File: src/rtl/calc_entry_ctrl.sv
// Keypad front end of the calculator: turns one-cycle key events into the
// sign-magnitude operand pair, the opcode and the newop/newhex/eq pulses
// consumed by the arithmetic module, and selects what the display shows.
module calc_entry_ctrl #(
    parameter int MAG_W  = 16,
    parameter int DIGITS = 4,
    parameter int KEY_W  = 5
) (
    input  logic             clock,
    input  logic             reset,
    input  logic             key_valid,
    input  logic [KEY_W-1:0] key_code,
    input  logic [MAG_W:0]   answer,
    input  logic             ovw_in,
    output logic [MAG_W:0]   V1,
    output logic [MAG_W:0]   V2,
    output logic [1:0]       opcode,
    output logic             newop,
    output logic             newhex,
    output logic             eq,
    output logic [MAG_W:0]   disp_value,
    output logic             disp_ovw
);

    typedef enum logic [1:0] {
        ENTRY_A = 2'd0,
        OP_WAIT = 2'd1,
        ENTRY_B = 2'd2,
        RESULT  = 2'd3
    } state_t;

    localparam logic [KEY_W-1:0] K_ADD = KEY_W'(5'h10);
    localparam logic [KEY_W-1:0] K_MUL = KEY_W'(5'h11);
    localparam logic [KEY_W-1:0] K_SUB = KEY_W'(5'h12);
    localparam logic [KEY_W-1:0] K_EQ  = KEY_W'(5'h13);
    localparam logic [KEY_W-1:0] K_CLR = KEY_W'(5'h14);
    localparam logic [KEY_W-1:0] K_NEG = KEY_W'(5'h15);

    state_t           state, state_nxt;
    logic [MAG_W:0]   v1_nxt, v2_nxt;
    logic [1:0]       op_nxt;
    logic             newop_nxt, newhex_nxt, eq_nxt;

    logic             is_digit, is_op, digit_room;
    logic [3:0]       digit;

    // Operator key to arithmetic opcode: 00 add, 01 mul, 10 sub (V2-V1).
    function automatic logic [1:0] map_op(input logic [KEY_W-1:0] k);
        case (k)
            K_MUL:   map_op = 2'b01;
            K_SUB:   map_op = 2'b10;
            default: map_op = 2'b00;
        endcase
    endfunction

    // Append one hex digit at the low end of the magnitude, keeping the sign.
    function automatic logic [MAG_W:0] shift_digit(input logic [MAG_W:0] v,
                                                    input logic [3:0] d);
        shift_digit = {v[MAG_W], v[MAG_W-5:0], d};
    endfunction

    assign is_digit   = (key_code < KEY_W'(16));
    assign is_op      = (key_code == K_ADD) || (key_code == K_MUL) || (key_code == K_SUB);
    assign digit      = key_code[3:0];
    // A new digit only fits while the top hex digit of the entry is still zero.
    assign digit_room = (V1[DIGITS*4-1 -: 4] == 4'd0);

    // Next-state and next-output decode for the sampled key.
    always_comb begin
        state_nxt  = state;
        v1_nxt     = V1;
        v2_nxt     = V2;
        op_nxt     = opcode;
        newop_nxt  = 1'b0;
        newhex_nxt = 1'b0;
        eq_nxt     = 1'b0;
        if (key_valid) begin
            if (key_code == K_CLR) begin
                v1_nxt    = '0;
                v2_nxt    = '0;
                op_nxt    = 2'b00;
                newop_nxt = 1'b1;
                state_nxt = ENTRY_A;
            end else begin
                case (state)
                    ENTRY_A, ENTRY_B: begin
                        if (is_digit && digit_room) begin
                            v1_nxt     = shift_digit(V1, digit);
                            newhex_nxt = 1'b1;
                        end else if (key_code == K_NEG) begin
                            v1_nxt     = {~V1[MAG_W], V1[MAG_W-1:0]};
                            newhex_nxt = 1'b1;
                        end else if (is_op) begin
                            // ENTRY_A starts the chain from the entry; ENTRY_B
                            // folds the pending result into the accumulator.
                            v2_nxt    = (state == ENTRY_A) ? V1 : answer;
                            v1_nxt    = '0;
                            op_nxt    = map_op(key_code);
                            newop_nxt = 1'b1;
                            state_nxt = OP_WAIT;
                        end else if (key_code == K_EQ && state == ENTRY_B) begin
                            eq_nxt    = 1'b1;
                            state_nxt = RESULT;
                        end
                    end
                    OP_WAIT: begin
                        if (is_op) begin
                            // Operator replaced before the second operand: no chaining.
                            op_nxt    = map_op(key_code);
                            newop_nxt = 1'b1;
                        end else if (is_digit && digit_room) begin
                            v1_nxt     = shift_digit(V1, digit);
                            newhex_nxt = 1'b1;
                            state_nxt  = ENTRY_B;
                        end else if (key_code == K_NEG) begin
                            v1_nxt     = {~V1[MAG_W], V1[MAG_W-1:0]};
                            newhex_nxt = 1'b1;
                        end
                    end
                    RESULT: begin
                        if (is_op) begin
                            v2_nxt    = answer;
                            v1_nxt    = '0;
                            op_nxt    = map_op(key_code);
                            newop_nxt = 1'b1;
                            state_nxt = OP_WAIT;
                        end else if (is_digit) begin
                            // Fresh entry: add to zero so the display follows V1.
                            v2_nxt     = '0;
                            v1_nxt     = {1'b0, {(MAG_W-4){1'b0}}, digit};
                            op_nxt     = 2'b00;
                            newop_nxt  = 1'b1;
                            newhex_nxt = 1'b1;
                            state_nxt  = ENTRY_B;
                        end else if (key_code == K_EQ) begin
                            eq_nxt = 1'b1;
                        end
                    end
                    default: state_nxt = ENTRY_A;
                endcase
            end
        end
    end

    // State, operand and pulse registers; reset clears everything.
    always_ff @(posedge clock or negedge reset) begin
        if (!reset) begin
            state  <= ENTRY_A;
            V1     <= '0;
            V2     <= '0;
            opcode <= 2'b00;
            newop  <= 1'b0;
            newhex <= 1'b0;
            eq     <= 1'b0;
        end else begin
            state  <= state_nxt;
            V1     <= v1_nxt;
            V2     <= v2_nxt;
            opcode <= op_nxt;
            newop  <= newop_nxt;
            newhex <= newhex_nxt;
            eq     <= eq_nxt;
        end
    end

    assign disp_value = (state == RESULT) ? answer : V1;
    assign disp_ovw   = (state == RESULT) && ovw_in;

endmodule

File: config.mk
export PLATFORM = sky130hd
export DESIGN_NAME = calc_entry_ctrl
export DESIGN_NICKNAME = d
export VERILOG_FILES = /design/src/rtl/calc_entry_ctrl.sv
export SDC_FILE = /design/constraint.sdc
export NUM_CORES = 1
export LEC_CHECK = 0
export CORE_UTILIZATION = 35
export CTS_CLUSTER_DIAMETER = 40
export DETAILED_ROUTE_END_ITERATION = 6
export SETUP_SLACK_MARGIN = 0.15
export SYNTH_ARGS = -nofsm -noshare
export SYNTH_HDL_FRONTEND = slang
export SYNTH_SLANG_ARGS = --single-unit
export TNS_END_PERCENT = 20
File: constraint.sdc
create_clock -name clock -period 4.85 [get_ports clock]
set_input_delay 1.455 -clock clock [delete_from_list [all_inputs] [get_ports clock]]
set_output_delay 1.455 -clock clock [all_outputs]
set_load 0.05 [all_outputs]
# Yosys cells after proc, flatten, opt, wreduce, memory -nomap -nowiden
# Cells that the tools add are included.
dict set report totals {
  ff_bits 41
  input_bits 26
  elab_cells 107
}
dict set report classes {
  magnitude_cmp 1
  eq_ne 21
  muxes 62
  n_bitwise 1
  n_reduce_logical 14
}
# cell n
set op_table {}
lappend op_table {{17-bit 2-to-1 mux} 17}
lappend op_table {{17-bit case mux with 3 select lines} 1}
lappend op_table {{17-bit case mux with 2 select lines} 1}
lappend op_table {{5-bit == test (second input constant)} 6}
lappend op_table {{2-bit 2-to-1 mux} 15}
lappend op_table {{1-bit 2-to-1 mux} 22}
lappend op_table {{3-bit inequality test (second input constant)} 7}
lappend op_table {{4-bit inequality test (second input constant)} 5}
lappend op_table {{7-bit AND reduction} 2}
lappend op_table {{2-bit case mux with 3 select lines} 2}
lappend op_table {{6-bit AND reduction} 2}
lappend op_table {{1-bit case mux with 3 select lines} 2}
lappend op_table {{5-bit less-than comparator (second input constant)} 1}
lappend op_table {{2-bit == test (second input constant)} 2}
lappend op_table {{4-bit zero test} 1}
lappend op_table {{2-bit case mux with 2 select lines} 1}
lappend op_table {{4-bit AND reduction} 1}
lappend op_table {{1-bit logical AND} 3}
lappend op_table {{3-bit nonzero test} 1}
lappend op_table {{2-bit by 1-bit == test with 1-bit output (second input constant)} 1}
lappend op_table {{2-bit zero test} 1}
lappend op_table {{1-bit logical OR} 2}
lappend op_table {{1-bit case mux with 2 select lines} 1}
lappend op_table {{2-bit OR reduction} 1}
lappend op_table {{1-bit NOT} 1}

# Depth between registers and ports, before layout
dict set report depth {
  word_depth 9
  mapped_depth 8
  mapped_depth_nobuf 5
}

# Worst setup path after synthesis
# No wires, ideal clock.
dict set report synth_timing {
  path_kind {in2out}
  startpoint {input ovw_in}
  endpoint {output disp_ovw}
  arrival_ps 1904
  slack_ps 1491
  cell_stages 1
  n_path_buf 0
  cell_sequence {and3_1}
}
dict set report synth_between {
  elab_chain_cells 1
}
# item line
set synth_rtl {}
lappend synth_rtl {{from (decl)} 14} ;# input logic ovw_in,
lappend synth_rtl {{1-bit logical AND} 167} ;# assign disp_ovw = (state == RESULT) && ovw_in;
lappend synth_rtl {{to (decl)} 22} ;# output logic disp_ovw
# No other way between the ends.

# Final worst setup path
dict set report layout_timing {
  startpoint {input answer[13]}
  endpoint {output disp_value[13]}
}
dict set report layout_between {
  elab_chain_cells 1
}
# item line
set layout_rtl {}
lappend layout_rtl {{from (decl)} 13} ;# input logic [MAG_W:0] answer,
lappend layout_rtl {{17-bit 2-to-1 mux} 166} ;# assign disp_value = (state == RESULT) ? answer : V1;
lappend layout_rtl {{to (decl)} 21} ;# output logic [MAG_W:0] disp_value,
# No other way between the ends.

==> reports/results.tsv <==
metric	value	unit
yosys-top-cells-count	41 x dfrtp_1, 39 x nand2_1, 21 x mux2_2, 18 x a21oi_1	
initial_core_util	0.365	
fin_crit_sh	0.900	
maxCapViolations	0	
hold_ws	0.489	ns
grt_start_max_net_pins	42	
grt_pass1_wl	10.6	mm
core_area	6420	um^2
clockBufferDepth	2	
instances_no_fill	384	
yosysWarnings	0	
cp-end-kind	output pin	
rsz0062_at_grt	false	
synthFlopType	dfrtp_1	
hold_buffers	0	
synthArstFlopShare	1.00	
cts_tree	built	
drt_iter0_drc	144	
hold_viol	0	
antenna_found_initial	0	
cts.sinks	41	
clockRootBuffer	clkbuf_8	
firstDrtPassIters	6	
clock.fmax	0.229	GHz
yosys.area.top_type	dfrtp_1	
path_clk_slew	0.08	ns
cp.required	3.39	ns
htree_levels	2	
syn_avg_cell_area	10.3	um^2
finalPower	0.00245	W
final_nets	332	
synthCells	227	
fin_util	0.521	
grt_overflow	0	
fp.dieArea	7030	um^2
cts_buffers	5	
ir_drop	0.399	mV
drv_slew	0	
register_area	1030	um^2
synth-seq-cells	41	
row_count	29	
ios	83	
setup_violations	0	
drcViolationCount	12	
multi_input_area	1220	um^2
drive_gt1_frac	0.153	
avgViaCountPerCell	5.27	
n_antenna_cell	0	
crit_fanout	3	
yosysMostFrequentCell	dfrtp_1	
synth_area_leaders	dfrtp_1 44%, mux2_2 10%, mux2_1 6.7%, nand2_1 6.2%, a22o_1 5.2%	
worstSkewPairLatency	0.29	ns
fillCellCount	586	
areaGrowthSynthToFinish	42.6	%
critPathKind	input port to output pin	
die_h	83.9	um
synth.distinct_cells	40	
yosysSeqAreaShare	0.438	
final.setup.tns	0	ns
worst-endpoint-arrival	2.91	ns
dp.cells	376	
fin_crit	4.36	ns
slew-limit-headroom	0.301	
synth_top_cell_area_share	0.438	
io_buffers	82	
tightest_slew	1.04	ns
min_path_type	flop to flop	
vias	2025	
violations	DRC	
fp.dieW	83.9	um
status	complete, but fails checks	
grt_pass1_vias	1985	
synthesis.nets	253	
dp_hpwl	4.33	mm
postCtsSetupRepairBufs	0	
startpoint_type	input port	
netlist_area	2340	um^2
routed_wl	6.26	mm
place_congestion	0.815	
final.setup_skew	0.00362	ns
cts_resized	0	
synth_edf_count	0	
ant_nets	0	
p_leak	1.42	nW
grtUsageTotal	0.192	
powerDensity	733	nW/um^2
wl_per_cell	16.3	um
-- per-layer routing --
metal	global-route usage	up-vias	routed length, um
li1	-	988	-
met1	0.283	979	3120
met2	0.289	54	2810
met3	0.0366	4	267
met4	0.0470	0	54
met5	0	-	0
-- worst paths after layout --
| check | slack (ns) | endpoint | depth (start not counted) | startpoint |
|---|---|---|---|---|
| min in group asynchronous | 1.29 | state[1]$_DFFE_PN0P_ | 1 | reset |
| hold reg to reg | 0.49 | opcode[1]$_DFFE_PN0P_ | 2 | opcode[1]$_DFFE_PN0P_ |
| setup reg to reg | 2.49 | V1[11]$_DFFE_PN0P_ | 5 | state[1]$_DFFE_PN0P_ |
| max in group asynchronous | 2.99 | V2[10]$_DFFE_PN0P_ | 1 | reset |
| setup / recovery | 0.49 | disp_value[13] | 3 | answer[13] |
| hold / removal | 0.49 | opcode[1]$_DFFE_PN0P_ | 2 | opcode[1]$_DFFE_PN0P_ |
-- kinds of logic after synthesis --
| family | Yosys count | synth area share |
|---|---|---|
| compound gates | 64 | 0.192 |
| buf+inv | 18 | 0.0422 |
| flops | 41 | 0.438 |
| mux | 35 | 0.168 |
| fa+ha+maj | 1 | 0.00480 |
| simple gates | 68 | 0.156 |
-- worst max-delay path: stages --
cell	delay, ns
clkdlybuf4s50_1	0.51
mux2_2	0.15
clkdlybuf4s50_1	0.79
-- final cells by class --
type	count	share of cell area
Tap cell	77	0.0288
Inverter	3	0.00337
Multi-Input combinational cell	168	0.365
Clock buffer	5	0.0206
Timing Repair Buffer	87	0.255
Sequential cell	41	0.307
Clock inverter	3	0.0206
-- state kept, by name (all words and copies together) (netlist names) --
register and flops:
opcode 2, newhex 1, eq 1, state 2
newop 1, V2 17, V1 17
-- power by group --
group          switching [W]  internal (W)  total (W)
combinational       0.000977      0.000536    0.00151
clock               0.000126      0.000207   0.000334
sequential          0.000137      0.000468   0.000605
total                0.00124       0.00121    0.00245
-- metrics by stage --
step	cell area [um^2]	setup slack [ns]
after detailed placement	3210	0.493
after global routing	3340	0.427
after floorplan	2340	1.49
final	3340	0.487
after global placement	3210	0.515
after CTS	3340	0.488
-- placed cells by master, fill, tap and decap left out, types with 2 or more instances in the layout --
cell type	instances
nor2_1	5
buf_4	5
nor2b_1	2
and3_1	4
o21ai_1	2
nand2_1	39
o21ai_0	11
mux2_2	21
clkdlybuf4s50_1	81
and2_1	2
or2_2	2
dfrtp_1	41
o22ai_1	4
nand2b_1	2
nor4_2	2
bufinv_16	2
o31ai_1	3
o211ai_1	2
mux2_1	14
a211oi_1	3
a22o_1	14
nor4_1	3
inv_1	3
clkbuf_8	5
a21oi_1	18
(Power assumes the default switching activity.)
